$ cat src/rtl/ni_injection_arbiter.sv
// Round-robin, packet-locked arbiter feeding the NI-to-router injection link with credit flow control.
// Optional statistics counters are enabled by defining NI_INJ_ARB_STATS_EN.
//
// state  | meaning
// IDLE   | no owner; pick the next head-flit requester at or after rr_ptr
// LOCKED | owner holds the link from head flit until its tail flit is accepted
module ni_injection_arbiter #(
   parameter int NUM_PORTS  = 4,
   parameter int FLIT_WIDTH = 64,
   parameter int CREDITS    = 4,
   parameter int CNT_WIDTH  = $clog2(CREDITS + 1)
) (
   input  logic                            clk_i,
   input  logic                            rst_i,
   input  logic [NUM_PORTS-1:0]            in_valid_i,
   input  logic [NUM_PORTS*FLIT_WIDTH-1:0] in_flit_i,
   input  logic [NUM_PORTS-1:0]            in_head_i,
   input  logic [NUM_PORTS-1:0]            in_tail_i,
   output logic [NUM_PORTS-1:0]            in_ready_o,
   output logic                            out_valid_o,
   output logic [FLIT_WIDTH-1:0]           out_flit_o,
   output logic                            out_tail_o,
   input  logic                            credit_i,
   output logic [NUM_PORTS-1:0]            grant_o,
   output logic [CNT_WIDTH-1:0]            credits_o,
   output logic                            credit_err_o
`ifdef NI_INJ_ARB_STATS_EN
   ,
   output logic [31:0]                     pkt_count_o,
   output logic [31:0]                     stall_cycles_o
`endif
);

   localparam int PTR_W = (NUM_PORTS > 1) ? $clog2(NUM_PORTS) : 1;
   localparam logic [CNT_WIDTH-1:0] CREDITS_MAX = CNT_WIDTH'(CREDITS);

   typedef enum logic {IDLE, LOCKED} state_t;

   state_t                state;
   logic [PTR_W-1:0]      rr_ptr;
   logic [PTR_W-1:0]      owner;
   logic [CNT_WIDTH-1:0]  credits;
   logic                  credit_err;

   logic                  arb_found;
   logic [PTR_W-1:0]      arb_idx;
   logic [PTR_W-1:0]      cand;
   logic                  xfer;
   logic [FLIT_WIDTH-1:0] owner_flit;
   logic                  owner_tail;
   logic [PTR_W-1:0]      owner_next;

   // first head-flit requester at or after rr_ptr, wrapping around
   always_comb begin
      arb_found = 1'b0;
      arb_idx   = '0;
      cand      = '0;
      for (int i = 0; i < NUM_PORTS; i++) begin
         cand = PTR_W'((int'(rr_ptr) + i) % NUM_PORTS);
         if (!arb_found && in_valid_i[cand] && in_head_i[cand]) begin
            arb_found = 1'b1;
            arb_idx   = cand;
         end
      end
   end

   assign in_ready_o  = (state == LOCKED && credits != '0) ? grant_o : '0;
   assign xfer        = |(in_valid_i & in_ready_o);
   assign owner_flit  = in_flit_i[int'(owner)*FLIT_WIDTH +: FLIT_WIDTH];
   assign owner_tail  = in_tail_i[owner];
   assign owner_next  = (owner == PTR_W'(NUM_PORTS - 1)) ? '0 : owner + 1'b1;

   always_ff @(posedge clk_i or posedge rst_i) begin
      if (rst_i) begin
         state       <= IDLE;
         grant_o     <= '0;
         owner       <= '0;
         rr_ptr      <= '0;
         out_valid_o <= 1'b0;
         out_flit_o  <= '0;
         out_tail_o  <= 1'b0;
      end else begin
         out_valid_o <= xfer;
         if (xfer) begin
            out_flit_o <= owner_flit;
            out_tail_o <= owner_tail;
         end
         case (state)
            IDLE: begin
               if (arb_found) begin
                  state   <= LOCKED;
                  owner   <= arb_idx;
                  grant_o <= NUM_PORTS'(1) << arb_idx;
               end
            end
            LOCKED: begin
               if (xfer && owner_tail) begin
                  state   <= IDLE;
                  grant_o <= '0;
                  rr_ptr  <= owner_next;
               end
            end
            default: state <= IDLE;
         endcase
      end
   end

   // a return and a send in the same cycle cancel out
   always_ff @(posedge clk_i or posedge rst_i) begin
      if (rst_i) begin
         credits    <= CREDITS_MAX;
         credit_err <= 1'b0;
      end else begin
         case ({credit_i, xfer})
            2'b10: begin
               if (credits == CREDITS_MAX) credit_err <= 1'b1;
               else                        credits    <= credits + 1'b1;
            end
            2'b01:   credits <= credits - 1'b1;
            default: credits <= credits;
         endcase
      end
   end

   assign credits_o    = credits;
   assign credit_err_o = credit_err;

`ifdef NI_INJ_ARB_STATS_EN
   logic [31:0] pkt_count;
   logic [31:0] stall_cycles;

   always_ff @(posedge clk_i or posedge rst_i) begin
      if (rst_i) begin
         pkt_count    <= '0;
         stall_cycles <= '0;
      end else begin
         if (xfer && owner_tail) pkt_count <= pkt_count + 32'd1;
         if (state == LOCKED && in_valid_i[owner] && credits == '0 && stall_cycles != '1)
            stall_cycles <= stall_cycles + 32'd1;
      end
   end

   assign pkt_count_o    = pkt_count;
   assign stall_cycles_o = stall_cycles;
`endif

endmodule

$ cat config.mk
export PLATFORM = sky130hd
export DESIGN_NAME = ni_injection_arbiter
export DESIGN_NICKNAME = d
export VERILOG_FILES = /design/src/rtl/ni_injection_arbiter.sv
export SDC_FILE = /design/constraint.sdc
export NUM_CORES = 1
export LEC_CHECK = 0
export ABC_AREA = 0
export CORE_AREA = 2 2 137 139
export CTS_BUF_LIST = sky130_fd_sc_hd__clkbuf_2
export CTS_CLUSTER_DIAMETER = 50
export DETAILED_ROUTE_END_ITERATION = 12
export DIE_AREA = 0 0 139 141
export PLACE_DENSITY_LB_ADDON = 0.08
export SYNTH_ARGS = -nofsm -noshare
export SYNTH_HDL_FRONTEND = slang
export SYNTH_SLANG_ARGS = --single-unit
$ cat constraint.sdc
create_clock -name clk_i -period 2.5 [get_ports clk_i]
set_input_delay 0.625 -clock clk_i [delete_from_list [all_inputs] [get_ports clk_i]]
set_output_delay 0.625 -clock clk_i [all_outputs]
set_load 0.02 [all_outputs]
Word level (Yosys, flattened, before mapping)
Cells that the tools add are included.

Bits in registers: 79. Output and inout port bits: 78. Logic and storage cells: 87.

Add/sub/neg operators: 6. $lt $le $gt $ge: 5. Eq/ne operators: 7. Shift-type cells: 2. Muxes and demuxes: 36. Bitwise gates (word level): 2. Reduce and logical (&&, ||, !) cells: 20.

Operators with widths (number): 256-bit by 9-bit variable part select with 64-bit output (1); 1-bit binary-select mux with 2-bit select (9); 2-bit by 3-bit less-than comparator with 1-bit output (second input constant) (5); 1-bit 2-to-1 mux (15); 4-bit 2-to-1 mux (3); 2-bit 2-to-1 mux (5); 2-bit AND reduction (5); 1-bit logical AND (9); 4-bit one-hot mux with 2 select lines (1); 3-bit one-hot mux with 2 select lines (1); 2-bit by 1-bit adder with 2-bit output (second input constant) (2); 2-bit adder (second input constant) (2); 4-bit bitwise AND (1); 2-bit equality test (second input constant) (2); 2-bit != test (second input constant) (2); 4-bit OR reduction (1); 1-bit by 2-bit left shift with 4-bit output (first input constant) (1); 3-bit by 1-bit adder with 3-bit output (second input constant) (1); 3-bit equality test (second input constant) (1); 1-bit zero test (3); 3-bit 2-to-1 mux (1); 3-bit nonzero test (1); 3-bit by 1-bit subtractor with 3-bit output (second input constant) (1); 2-bit by 1-bit equality test with 1-bit output (second input constant) (1); other kinds (4) (4).

Depth between registers and ports, before layout
Depth in word-level cells: 19. Mapped depth: 9. Gate-level depth less buffers: 8.

Worst setup path before layout
OpenSTA, ideal clock, no wires.

Kind: input-to-reg. From: in in_valid_i[0]. To: reg credits[1], in the netlist credits_o[1]. Arrival: 2206 ps. Setup slack: 230 ps. Stages: 8. Path buffers: 1. Cells stage by stage: a22o_1 > o21ai_2 > inv_4 > buf_6 > nand2_1 > fa_1 > a221oi_1 > a21o_1.

Longest elaborated chain between the ends: 5. Elaborated cells on any way between the ends: 8.

Ends and longest elaborated chain: start: declaration (line 15) `input logic [NUM_PORTS-1:0] in_valid_i,`; 4-bit bitwise AND * (line 68) `assign xfer = |(in_valid_i & in_ready_o);`; 4-bit OR reduction * (line 68); net xfer (line 48) `logic xfer;`; 2-bit equality test or 2-bit by 1-bit equality test with 1-bit output (tied branches) (line 114) `case ({credit_i, xfer})`; 2-bit != test (no line) or 2-bit nonzero test (tied branches); 2-bit AND reduction (no line); end signal: assignment (line 117) `else credits <= credits + 1'b1;`; end signal: assignment (line 119) `2'b01: credits <= credits - 1'b1;`; end signal: assignment (line 120) `default: credits <= credits;`; end: declaration (line 42) `logic [CNT_WIDTH-1:0] credits;`.

Mark *: on every way through the listed nets, which the timed path passes. The rest lies on a longest branch. A chain may end at the register's enable or synchronous reset.

Worst setup path after layout
From: reg credits[0], in the netlist credits_o[0]. To: out in_ready_o[2].

Longest elaborated chain between the ends: 3.

Ends and longest elaborated chain: 3-bit nonzero test (line 67) `assign in_ready_o = (state == LOCKED && credits != '0) ? grant_o : '0;`; 1-bit logical AND (line 67); 4-bit 2-to-1 mux (line 67); end: declaration (line 19) `output logic [NUM_PORTS-1:0] in_ready_o,`.

Every way passes these cells.

==> out/metrics.csv <==
metric,value,unit
synth_seq_area_share,41.34,%
fin_skew,21.98,ps
p_leak,3.315,nW
setup_viol,0,
finalMaxSlewViolations,0,
synth_edf_count,0,
cts.clk_slew.worst_paths,210,ps
synth-xor-area-share,0.1831,%
cts_tree,done,
yosys_warnings,0,
slew_headroom,69.28,%
ir_drop,0.4785,mV
status,finished clean,
core,18270,µm²
grt_use_total,17.93,%
critPathMaxFanout,5,
drt_first_iter_violations,183,
cp_data_arrival_time,1750,ps
cts_sinks,79,
finalCritPeriodShare,95.13,%
synthMuxAreaShare,46.34,%
ys_types,40,
finalNonFillerCells,902,
synth_top_family_by_area,multiplexers,
timing.critical_path.mode_cell,buf_6,
drive_gt1_share,26.99,%
place.gp.congestion,0.8624,
synth_area,4785,µm²
ant_nets,0,
cap_violations,0,
clockRootBuffer,clkbuf_2,
yosysTopAreaCell,dfrtp_1,
drt-wirelength-per-cell,19.43,µm
cts_max_level,3,
num_rows,50,
port_buffers,348,
hpwl,14.23,mm
netlist_instances,300,
grt_max_degree,48,
die_h,141,µm
synthSimpleGateAreaFrac,2.746,%
final_nets,935,
worstSkewPairLatency,540,ps
die_x,139,µm
critPathKind,register to primary output,
ioPinCount,349,
fp.dieArea,19600,µm²
antenna_found_initial,2,
tightest_slew,460.8,ps
ys.flop_type,dfrtp_1,
start_util,26.19,%
first_pass_iters,5,
crit_path_end_kind,primary output,
cpMaxStageDelayCell,dfrtp_1,
num_vias,4293,
cp-start-kind,register,
async_reset_ff_share,100.0,%
dpl.cell_count,879,
grt-ovfl-total,0,
synth_top_area_share,40.79,%
cts_hold_buf,0,
final_util,48.03,%
drc_errors,0,
min_period,2378,ps
syn_to_final_growth,83.37,%
cts_buffers,9,
crit_required,1880,ps
path_cells,"o31a_1, buf_6, and2_1, buf_6",
rsz0062_at_grt,true,
synthAdderAreaFrac,0.6799,%
syn_nets,573,
wl,17.53,mm
min_path_type,input pin to asynchronous set/reset pin,
synth-compound-area-share,5.126,%
ys_ff_latch,79,
finalHoldViolations,0,
cts_max_path_buffers,2,
synth_area_per_cell,15.95,µm²
powerDensity,1010,nW/µm²
grt_first_pass_wirelength,26.74,mm
synth_area_leaders,"dfrtp_1, mux4_2, mux2_2, buf_6, buf_2",
synthTopCellsByCount,"dfrtp_1, mux2_2, mux4_2",
max_freq,420.5,MHz
grt_pass1_vias,4642,
viasPerCell,4.759,
cpPeakStageDelay,450,ps
synth_most_common_cell,dfrtp_1,
## sequential cells by signal, indices dropped and copies added (netlist names)
signal        flops
out_flit_o       64
grant_o           4
credits_o         3
owner             2
rr_ptr            2
credit_err_o      1
out_tail_o        1
out_valid_o       1
state             1
## per-stage QoR
step,hold WS [ps],setup WS [ps],TNS (ps),total power [mW],cell area (µm²)
2_1_floorplan,487.7,229.9,0,5.854,4788
3_5_place_dp,482.9,-117.2,-213.0,8.376,8645
5_1_grt,393.6,-34.39,-97.20,9.459,8773
4_1_cts,394.6,-37.99,-98.27,9.016,8742
3_3_place_gp,468.1,-57.62,-79.57,8.286,8645
6_report,475.0,121.6,0,8.861,8773
## area by class of cell
class	count	area [µm²]
inverters	5	25.02
multi-input cells	193	2635
clock inverters	7	30.03
clock buffers	9	45.04
repair buffers	374	3760
diodes	1	2.502
flip-flops and latches	79	1983
well taps	234	292.8
fillers	1610	9494
## logic make-up (layout without fill, tap and decap cells)
| group | count (synthesis) | in the layout |
|---|---|---|
| and+or+nand+nor | 26 | 26 |
| AOI/OAI and AO/OA | 32 | 32 |
| buffers and inverters | 28 | 395 |
| other | 0 | 1 |
| DFF | 79 | 79 |
| xor gates and xnor gates | 1 | 1 |
| muxes | 132 | 132 |
| adders and majority gates | 2 | 2 |
## repair_timing
item | in CTS | in global routing
pin swaps | 1 | 1
endpoints found under the setup margin | 5 | 6
setup buffers | 5 | 1
gates resized for setup | 16 | 10
## critical path: cells and delay by family, from the launching register on
family          cells  cell delay [ps]
simple gates        1              160
buf+inv             2              270
flops               1              450
compound gates      1              330
## layout by cell type, fill, tap and decap left out, types with 3 or more instances in the layout
master / count
clkinv_2: 3
o31ai_1: 6
clkbuf_2: 9
and2_1: 5
buf_6: 4
buf_12: 6
dfrtp_1: 76
buf_4: 19
mux2_2: 66
clkinv_1: 5
nand3_1: 4
mux4_2: 65
nand2_1: 11
clkdlybuf4s50_1: 341
o21ai_0: 5
## layer usage
metal  part of all wire [%]  vias to the layer above  GRT usage (%)
li1                       -                     1948              -
met1                     34                     2135          18.70
met2                     56                      198          34.46
met3                    8.0                       12          6.318
met4                    1.3                        0          4.147
met5                      0                        -              0
## report_power, final
part	switching (mW)	internal, mW
clock	0.436	0.113
sequential	0.461	1.94
combinational	2.53	3.38
## worst paths after layout
path                                           from                          to  slack, ps  cells after the start
hold reg to reg              out_tail_o$_DFFE_PP0P_      out_tail_o$_DFFE_PP0P_        520                      2
setup / recovery           credits_o[0]$_DFFE_PP0P_               in_ready_o[2]        120                      4
min in group clk_i           out_tail_o$_DFFE_PP0P_      out_tail_o$_DFFE_PP0P_        520                      2
hold / removal                                rst_i  out_flit_o[30]$_DFFE_PP0P_        470                      3
max in group asynchronous                     rst_i    credits_o[2]$_DFFE_PP1P_       1700                      3
setup reg to reg           credits_o[2]$_DFFE_PP1P_    credits_o[2]$_DFFE_PP1P_        350                      9
Note: power is estimated with default switching activity, not from simulation.
==> patch: new RTL, config.mk and constraints unchanged <==
Add a define of `NI_INJ_ARB_STATS_EN`.
--- a/src/rtl/ni_injection_arbiter.sv
+++ b/src/rtl/ni_injection_arbiter.sv
@@ -4,6 +4,8 @@
 // state  | meaning
 // IDLE   | no owner; pick the next head-flit requester at or after rr_ptr
 // LOCKED | owner holds the link from head flit until its tail flit is accepted
+`define NI_INJ_ARB_STATS_EN
+
 module ni_injection_arbiter #(
    parameter int NUM_PORTS  = 4,
    parameter int FLIT_WIDTH = 64,
Function (old outputs only; new: pkt_count_o and stall_cycles_o): kept (equiv_simple and equiv_induct, registers matched by name and starting in step).
==> patch against the unedited design <==
Design area rose by 44%. Critical endpoint is now in_ready_o[0]. Sequential cell count grew 64. Worst setup slack worse by 0.071 ns. Synthesized area is 62% higher. Die area stayed put. Combinational power increased by 3%. Global-route usage rose by 9.6 points. Highest routed layer unchanged. Largest power group unchanged. Total power grew 22%. Wire length rose by 54%.
==> patch: results (changes against the unedited design) <==
stage	metric	value	unit	change
routing	vias	7210		+68%
synth	synth_mux_area_frac	0.199		-0.265
global_routing	grtUsageMet1	0.350		+0.163
critical_path	arrival	1.82	ns	+0.07 ns
synth	yosys.area.top_type_share	0.458		+0.0503
place	placedCellCount	1347		+53%
synth	synth_area_leaders	dfrtp_1, mux4_2, nand2_1, xnor2_1, xor2_1		
global_routing	met3_usage	0.0666		+0.00340
critical_path	crit_fanout	4		-1
status	status	complete, no violations		
synth	synth-adder-area-share	0.00742		+0.000624
sta	skew	0.0300	ns	+0.00798 ns
critical_path	crit_slowest_cell	dfrtp_2		
layout	layout-drive-gt1-share	0.141		-0.129
power_and_ir_drop	power_leakage	6.01	nW	+81%
synth	synth_xor_area_frac	0.0700		+0.0682
layout	largest-register	out_flit_o		
global_routing	grtUsageTotal	0.275		+0.0960
synth	ys_seq_area_frac	0.462		+0.0482
sta	max_slew_margin	0.385		-0.307
routing	avgRoutedWirePerCell	19.5	um	+0.28%
routing	first_iter_violations	340		+86%
clock_network	htree_levels	4		+1
global_routing	grt_util_met2	0.481		+0.136
place	hpwl	21.1	mm	+48%
synth	netlist_instances	709		+140%
routing	first_pass_iters	4		-1
place	placed_cell_area	12300	um^2	+42%
clock_network	numCtsBuffers	17		+8
synth	synth_compound_area_frac	0.0334		-0.0179
place	port_buffers	412		+18%
synth	synth_fp_nets	984		+72%
global_routing	grt_max_degree	73		+52%
layout	n_fill_cell	1446		-10%
clock_network	clk_latency	0.69	ns	+0.15 ns
place	pre_cts_slack	-0.218	ns	-0.101 ns
-- patch: cell type report --
cell class                      instances  area, um^2  area share
Timing Repair Buffer                  441        4450       0.353
Multi-Input combinational cell        520        4000       0.317
Sequential cell                       143        3600       0.285
Tap cell                              234         293      0.0232
Clock inverter                         13         124     0.00982
Clock buffer                           18        90.1     0.00714
Inverter                               12        48.8     0.00387
Antenna cell                            2        5.00    0.000397
-- patch: metal layers --
metal / routed length, um / vias to the layer above
li1: - / 3372
met3: 1750 / 25
met2: 14200 / 246
met1: 10600 / 3567
met4: 395 / 0
met5: 0 / -
-- patch: logic make-up after synthesis --
logic type      after synthesis
mux                          71
buf+inv                      46
simple gates                349
flops                       143
fa+ha+maj                     4
xor+xnor                     62
compound gates               34
-- patch: worst paths after layout --
path / startpoint / end / slack [ns] / cells after the start
max: credits_o[0]$_DFFE_PP0P_ / in_ready_o[0] / 0.05 / 4
min: rst_i / pkt_count_o[13]$_DFFE_PP0P_ / 0.39 / 3
max reg2reg: credits_o[2]$_DFFE_PP1P_ / out_flit_o[19]$_DFFE_PP0P_ / 0.27 / 9
min reg2reg: pkt_count_o[31]$_DFFE_PP0P_ / pkt_count_o[31]$_DFFE_PP0P_ / 0.49 / 1
max in group asynchronous: rst_i / credits_o[2]$_DFFE_PP1P_ / 1.76 / 3
min in group clk_i: pkt_count_o[31]$_DFFE_PP0P_ / pkt_count_o[31]$_DFFE_PP0P_ / 0.49 / 1
-- patch: worst max-delay path: cells and delay by family (launching register included) --
family | cells | cell delay [ns]
AND/OR/NAND/NOR | 1 | 0.15
flip-flops | 1 | 0.45
buffers and inverters | 2 | 0.26
AO/OA/AOI/OAI | 1 | 0.30
-- patch: what timing repair did --
| action | 4_1_cts | 5_1_grt |
|---|---|---|
| buffers inserted | 2 | 1 |
| hold endpoints to repair | 0 | 0 |
| pin swaps | 3 | 1 |
| gates resized for setup | 60 | 44 |
| setup endpoints to repair | 40 | 41 |
-- patch: where the power goes --
group          leakage [nW]  internal [mW]  switching (mW)
Combinational          4.06           2.92            3.17
Clock                 0.130          0.440           0.838
Sequential             1.82           2.99           0.467
-- patch: through the flow --
step / hold WS [ns] / TNS [ns]
2_1_floorplan: 0.494 / 0
3_3_place_gp: 0.457 / -7.96
3_5_place_dp: 0.462 / -9.78
4_1_cts: 0.322 / -0.225
5_1_grt: 0.328 / -0.262
6_report: 0.390 / 0
